==> config.mk <==
export PLATFORM = sky130hd
export DESIGN_NAME = vga_timing_gen
export DESIGN_NICKNAME = d
export VERILOG_FILES = /design/src/rtl/vga_timing_gen.sv
export SDC_FILE = /design/constraint.sdc
export NUM_CORES = 1
export LEC_CHECK = 0
export ABC_AREA = 0
export ABC_CLOCK_PERIOD_IN_PS = 4100
export CAP_MARGIN = 40
export CORE_MARGIN = 2
export CORE_UTILIZATION = 35
export CTS_BUF_LIST = sky130_fd_sc_hd__clkbuf_4 sky130_fd_sc_hd__clkbuf_8
export CTS_CLUSTER_DIAMETER = 40
export DETAILED_ROUTE_END_ITERATION = 10
export HOLD_SLACK_MARGIN = 0.08
export MAX_ROUTING_LAYER = met4
export SLEW_MARGIN = 30
export SYNTH_ARGS = -nofsm -noshare
export SYNTH_HDL_FRONTEND = slang
export SYNTH_SLANG_ARGS = --single-unit
==> constraint.sdc <==
create_clock -name clk -period 4.1 [get_ports clk]
set_clock_uncertainty 0.1 [all_clocks]
set_input_delay 0.82 -clock clk [delete_from_list [all_inputs] [get_ports clk]]
set_output_delay 0.82 -clock clk [all_outputs]
set_load 0.05 [all_outputs]
==> src/rtl/vga_timing_gen.sv <==
// vga_timing_gen: 800x600@72 Hz raster timing.
// Counts pixels and lines, decodes the active area and both sync pulses, and
// delays the sync and blank flags to line up with the scaler's registered
// colour output.
module vga_timing_gen #(
  parameter int H_ACTIVE   = 800,
  parameter int H_FP       = 56,
  parameter int H_SYNC     = 120,
  parameter int H_BP       = 64,
  parameter int V_ACTIVE   = 600,
  parameter int V_FP       = 37,
  parameter int V_SYNC     = 6,
  parameter int V_BP       = 23,
  parameter bit SYNC_POL   = 1'b1,
  parameter int PIPE_DELAY = 1
) (
  input  logic       clk,
  input  logic       reset_n,
  input  logic       pix_ce,
  output logic [9:0] pixel_x,
  output logic [9:0] pixel_y,
  output logic       hsync,
  output logic       vsync,
  output logic       video_on,
  output logic       line_start,
  output logic       frame_start
);

  localparam int H_TOTAL = H_ACTIVE + H_FP + H_SYNC + H_BP;
  localparam int V_TOTAL = V_ACTIVE + V_FP + V_SYNC + V_BP;

  // Compare constants sized to the counters.
  localparam logic [10:0] H_LAST = 11'(H_TOTAL - 1);
  localparam logic [10:0] H_ACT  = 11'(H_ACTIVE);
  localparam logic [10:0] HS_BEG = 11'(H_ACTIVE + H_FP);
  localparam logic [10:0] HS_END = 11'(H_ACTIVE + H_FP + H_SYNC);
  localparam logic [9:0]  V_LAST = 10'(V_TOTAL - 1);
  localparam logic [9:0]  V_ACT  = 10'(V_ACTIVE);
  localparam logic [9:0]  VS_BEG = 10'(V_ACTIVE + V_FP);
  localparam logic [9:0]  VS_END = 10'(V_ACTIVE + V_FP + V_SYNC);

  logic [10:0] h_cnt_reg;
  logic [10:0] h_cnt_next;
  logic [9:0]  v_cnt_reg;
  logic [9:0]  v_cnt_next;
  logic        h_last;
  logic        v_last;
  logic        act_next;
  logic        hs_next;
  logic        vs_next;
  logic        act_reg;
  logic        hs_reg;
  logic        vs_reg;
  logic        line_start_reg;
  logic        frame_start_reg;
  logic        act_dly;
  logic        hs_dly;
  logic        vs_dly;

  assign h_last = (h_cnt_reg == H_LAST);
  assign v_last = (v_cnt_reg == V_LAST);

  // Next counter values: h wraps at the line end and carries into v.
  always_comb begin
    h_cnt_next = h_cnt_reg;
    v_cnt_next = v_cnt_reg;
    if (pix_ce) begin
      if (h_last) begin
        h_cnt_next = '0;
        v_cnt_next = v_last ? '0 : v_cnt_reg + 10'd1;
      end else begin
        h_cnt_next = h_cnt_reg + 11'd1;
      end
    end
  end

  // Decode from the next counts so the registered flags match the counters.
  always_comb begin
    act_next = (h_cnt_next < H_ACT) && (v_cnt_next < V_ACT);
    hs_next  = (h_cnt_next >= HS_BEG) && (h_cnt_next < HS_END);
    vs_next  = (v_cnt_next >= VS_BEG) && (v_cnt_next < VS_END);
  end

  // Counters, raw flags and the undelayed line/frame pulses.
  always_ff @(posedge clk or negedge reset_n) begin
    if (!reset_n) begin
      h_cnt_reg       <= '0;
      v_cnt_reg       <= '0;
      act_reg         <= 1'b0;
      hs_reg          <= 1'b0;
      vs_reg          <= 1'b0;
      line_start_reg  <= 1'b0;
      frame_start_reg <= 1'b0;
    end else begin
      // Pulses last one clk even if pix_ce drops right after the wrap.
      line_start_reg  <= pix_ce & h_last;
      frame_start_reg <= pix_ce & h_last & v_last;
      if (pix_ce) begin
        h_cnt_reg <= h_cnt_next;
        v_cnt_reg <= v_cnt_next;
        act_reg   <= act_next;
        hs_reg    <= hs_next;
        vs_reg    <= vs_next;
      end
    end
  end

  // Delay line runs every clk so the lag is fixed in clk cycles, not pixels.
  generate
    if (PIPE_DELAY == 0) begin : g_no_dly
      assign {act_dly, hs_dly, vs_dly} = {act_reg, hs_reg, vs_reg};
    end else begin : g_dly
      for (genvar gi = 0; gi < PIPE_DELAY; gi++) begin : g_stage
        logic [2:0] d;
        logic [2:0] q_reg;
        if (gi == 0) begin : g_first
          assign d = {act_reg, hs_reg, vs_reg};
        end else begin : g_rest
          assign d = g_stage[gi-1].q_reg;
        end
        // One shift stage; reset flushes it to inactive.
        always_ff @(posedge clk or negedge reset_n) begin
          if (!reset_n) begin
            q_reg <= 3'b000;
          end else begin
            q_reg <= d;
          end
        end
      end
      assign {act_dly, hs_dly, vs_dly} = g_stage[PIPE_DELAY-1].q_reg;
    end
  endgenerate

  assign pixel_x     = (h_cnt_reg < H_ACT) ? h_cnt_reg[9:0] : 10'd0;
  assign pixel_y     = (v_cnt_reg < V_ACT) ? v_cnt_reg : 10'd0;
  assign hsync       = hs_dly ? SYNC_POL : ~SYNC_POL;
  assign vsync       = vs_dly ? SYNC_POL : ~SYNC_POL;
  assign video_on    = act_dly;
  assign line_start  = line_start_reg;
  assign frame_start = frame_start_reg;

endmodule
==> results.txt <==
pin count of the biggest net entering global routing: 30
#FFs+latches synth: 29
CP startpoint: h_cnt_reg[5]
CTS Buffer Depth: 2
combinational share of power: 0.282
CTS HTree Levels: 2
Detailed Place HPWL: 3020 um
Final setup viols: 0
Mapped Avg Cell Area: 8.84 um2
final hold viol count: 0
Synth Warn #: 0
Routed Antenna Nets: 0
sequential share of the synthesized area: 0.421
Worst VDD drop: 0.466 mV
Final Cycle Share: 0.893
top cells by count, synth: dfrtp_1 (29), and2_1 (19), nand2_1 (16), o21ai_0 (13), inv_1 (11)
Post-synth EDFFs: 0
CTS buffer count: 5
total gr overflow: 0
cell with the most instances after synthesis: dfrtp_1
Initial DRT Pass Iterations: 4
sw frac: 0.338
DR WL/cell: 14.4 um
Synth Flop Type: dfrtp_1
DRT iter0 DRCs: 72
Synth top area share: 0.421
Hold-fix buffers, CTS: 0
Synth area leaders: dfrtp_1 (42%), and2_1 (6.9%), xnor2_1 (4.6%), o21ai_0 (3.8%), nand2_1 (3.5%)
outcome: complete, no violations
number of distinct library cells after synthesis: 40
unrepaired setup endpoints after global routing: no
clock root cell: clkbuf_8
crit path time final: 3.66 ns
fillcell total: 480
clk_lat worst skew: 0.28 ns
# resized after CTS: 0
Worst Setup EP: pixel_x[6]
Power Internal: 0.654 mW
CP endpoint kind: output pin
FFs w/ async S/R, synth: 1.00
Critical Path Source Type: register
drc violations: 0
Leak: 0.920 nW
area taken by multi-input logic gates: 928 um2
Routed WL: 4220 um
Total GRT Usage: 0.175
Vias per Instance: 5.18
r2r worst-path depth: 7
core box area: 0.00472 mm2
Mapped Area: 0.00172 mm2
Ant. Diodes: 0
required time of the critical path: 3.18 ns
clock network power share: 0.359
Sequential Power Share: 0.359
first-pass GRT wire length: 7000 um
max_cap viols: 0
final-stage net count: 231
die height: 74.2 um
f_max: 0.273 GHz
post-CTS setup buffers: 0
full die area: 0.00550 mm2
max reg flops: 11
crit path kind: register to output pin
Core Rows: 25
initial antenna violation count: 0
share of layout cells above drive strength 1: 0.0619
register area: 726 um2
final setup TNS: 0 ns
worst slew pin tran: 0.726 ns
Critical Path AT: 2.74 ns
Top Ports: 28
critical path peak fanout: 10
Slew HR: 0.511
Starting Density: 0.365
RD Place Congestion: 0.942
Die X-Extent: 74.2 um
Worst Hold Class: register to register
Mapped Cells: 195
capturing point of the worst reg2reg path: act_reg
vias in the first global route: 1,440
Synth Net Count: 201
Layout Area Growth over Synthesis: 28.0%
Final Max Slew Viols: 0
flop-to-flop setup slack: 1.19 ns
TritonCTS clock tree: built
Buffers on Ports: 27
post-synth top area cell: dfrtp_1
worst r2r src: h_cnt_reg[9]
switching power: 0.334 mW
final core occ: 0.467
routed vias: 1,518
Clock Pin Slew Worst Setup and Hold Paths: 0.07 ns
PwrDens: 448 mW/mm2
clk sinks: 29
## power groups by stage
stage	Combinational (mW)	Sequential [mW]	Clock [mW]
5_1_grt	0.297	0.360	0.376
3_5_place_dp	0.276	0.359	0
6_report	0.278	0.355	0.355
4_1_cts	0.280	0.354	0.362
3_3_place_gp	0.276	0.360	0
2_1_floorplan	0.195	0.350	0
## through the flow
| step | instances | hold WS [ns] | area [um2] | power [mW] | setup slack, ns |
|---|---|---|---|---|---|
| detailed placement | 285 | 0.265 | 2070 | 0.635 | 0.553 |
| floorplan | 195 | 0.254 | 1720 | 0.545 | 0.963 |
| global route | 293 | 0.292 | 2210 | 1.03 | 0.288 |
| global placement | 285 | 0.269 | 2070 | 0.637 | 0.607 |
| CTS | 293 | 0.280 | 2210 | 0.995 | 0.420 |
| finish | 293 | 0.280 | 2210 | 0.988 | 0.437 |
## cell type report
class / count / share of cell area
Clock inverter: 3 / 0.0295
Clock buffer: 5 / 0.0312
Inverter: 11 / 0.0187
Sequential cell: 29 / 0.329
Multi-Input combinational cell: 148 / 0.421
Timing Repair Buffer: 30 / 0.133
Tap cell: 67 / 0.0380
## layout by cell type, fill, tap and decap left out, types with 6 or more instances in the layout
cell and instances:
and2_1 19, dfrtp_1 29, o21ai_0 13, clkdlybuf4s50_1 27, nor2_1 8, a21oi_1 10, nand2_1 16, nor3_1 7
nand3_1 8, xnor2_1 9, inv_1 11, or3_1 6
## worst min-delay path by stage
stage            from                        end  slack (ns)  cells past startpoint
2_1_floorplan  hs_reg  g_dly.g_stage[0].q_reg[1]        0.25                      0
6_report       hs_reg  g_dly.g_stage[0].q_reg[1]        0.28                      0
5_1_grt        hs_reg  g_dly.g_stage[0].q_reg[1]        0.29                      0
3_3_place_gp   hs_reg  g_dly.g_stage[0].q_reg[1]        0.27                      0
4_1_cts        hs_reg  g_dly.g_stage[0].q_reg[1]        0.28                      0
3_5_place_dp   hs_reg  g_dly.g_stage[0].q_reg[1]        0.27                      0
## worst max-delay path, cell delays in order, from the launching register on
cell             delay [ns]
dfrtp_1                0.43
or3_1                  0.44
a31oi_1                0.57
and2_1                 0.23
clkdlybuf4s50_1        0.80
## metal layers
layer,vias to the layer above,track usage,share of wire
li1,756,-,-
met1,704,0.223,0.47
met2,51,0.267,0.46
met3,7,0.0434,0.057
met4,0,0.0667,0.015
met5,-,-,0
## cells by family (layout without fill, tap and decap cells)
| family | Yosys count | count (layout) | synth area share |
|---|---|---|---|
| and+or+nand+nor | 91 | 91 | 0.304 |
| buffers and inverters | 18 | 49 | 0.0399 |
| xor gates and xnor gates | 11 | 11 | 0.0559 |
| AOI/OAI and AO/OA | 43 | 43 | 0.157 |
| DFF | 29 | 29 | 0.421 |
| adders and majority gates | 3 | 3 | 0.0218 |
No activity file was read; power rests on OpenSTA's default activity.
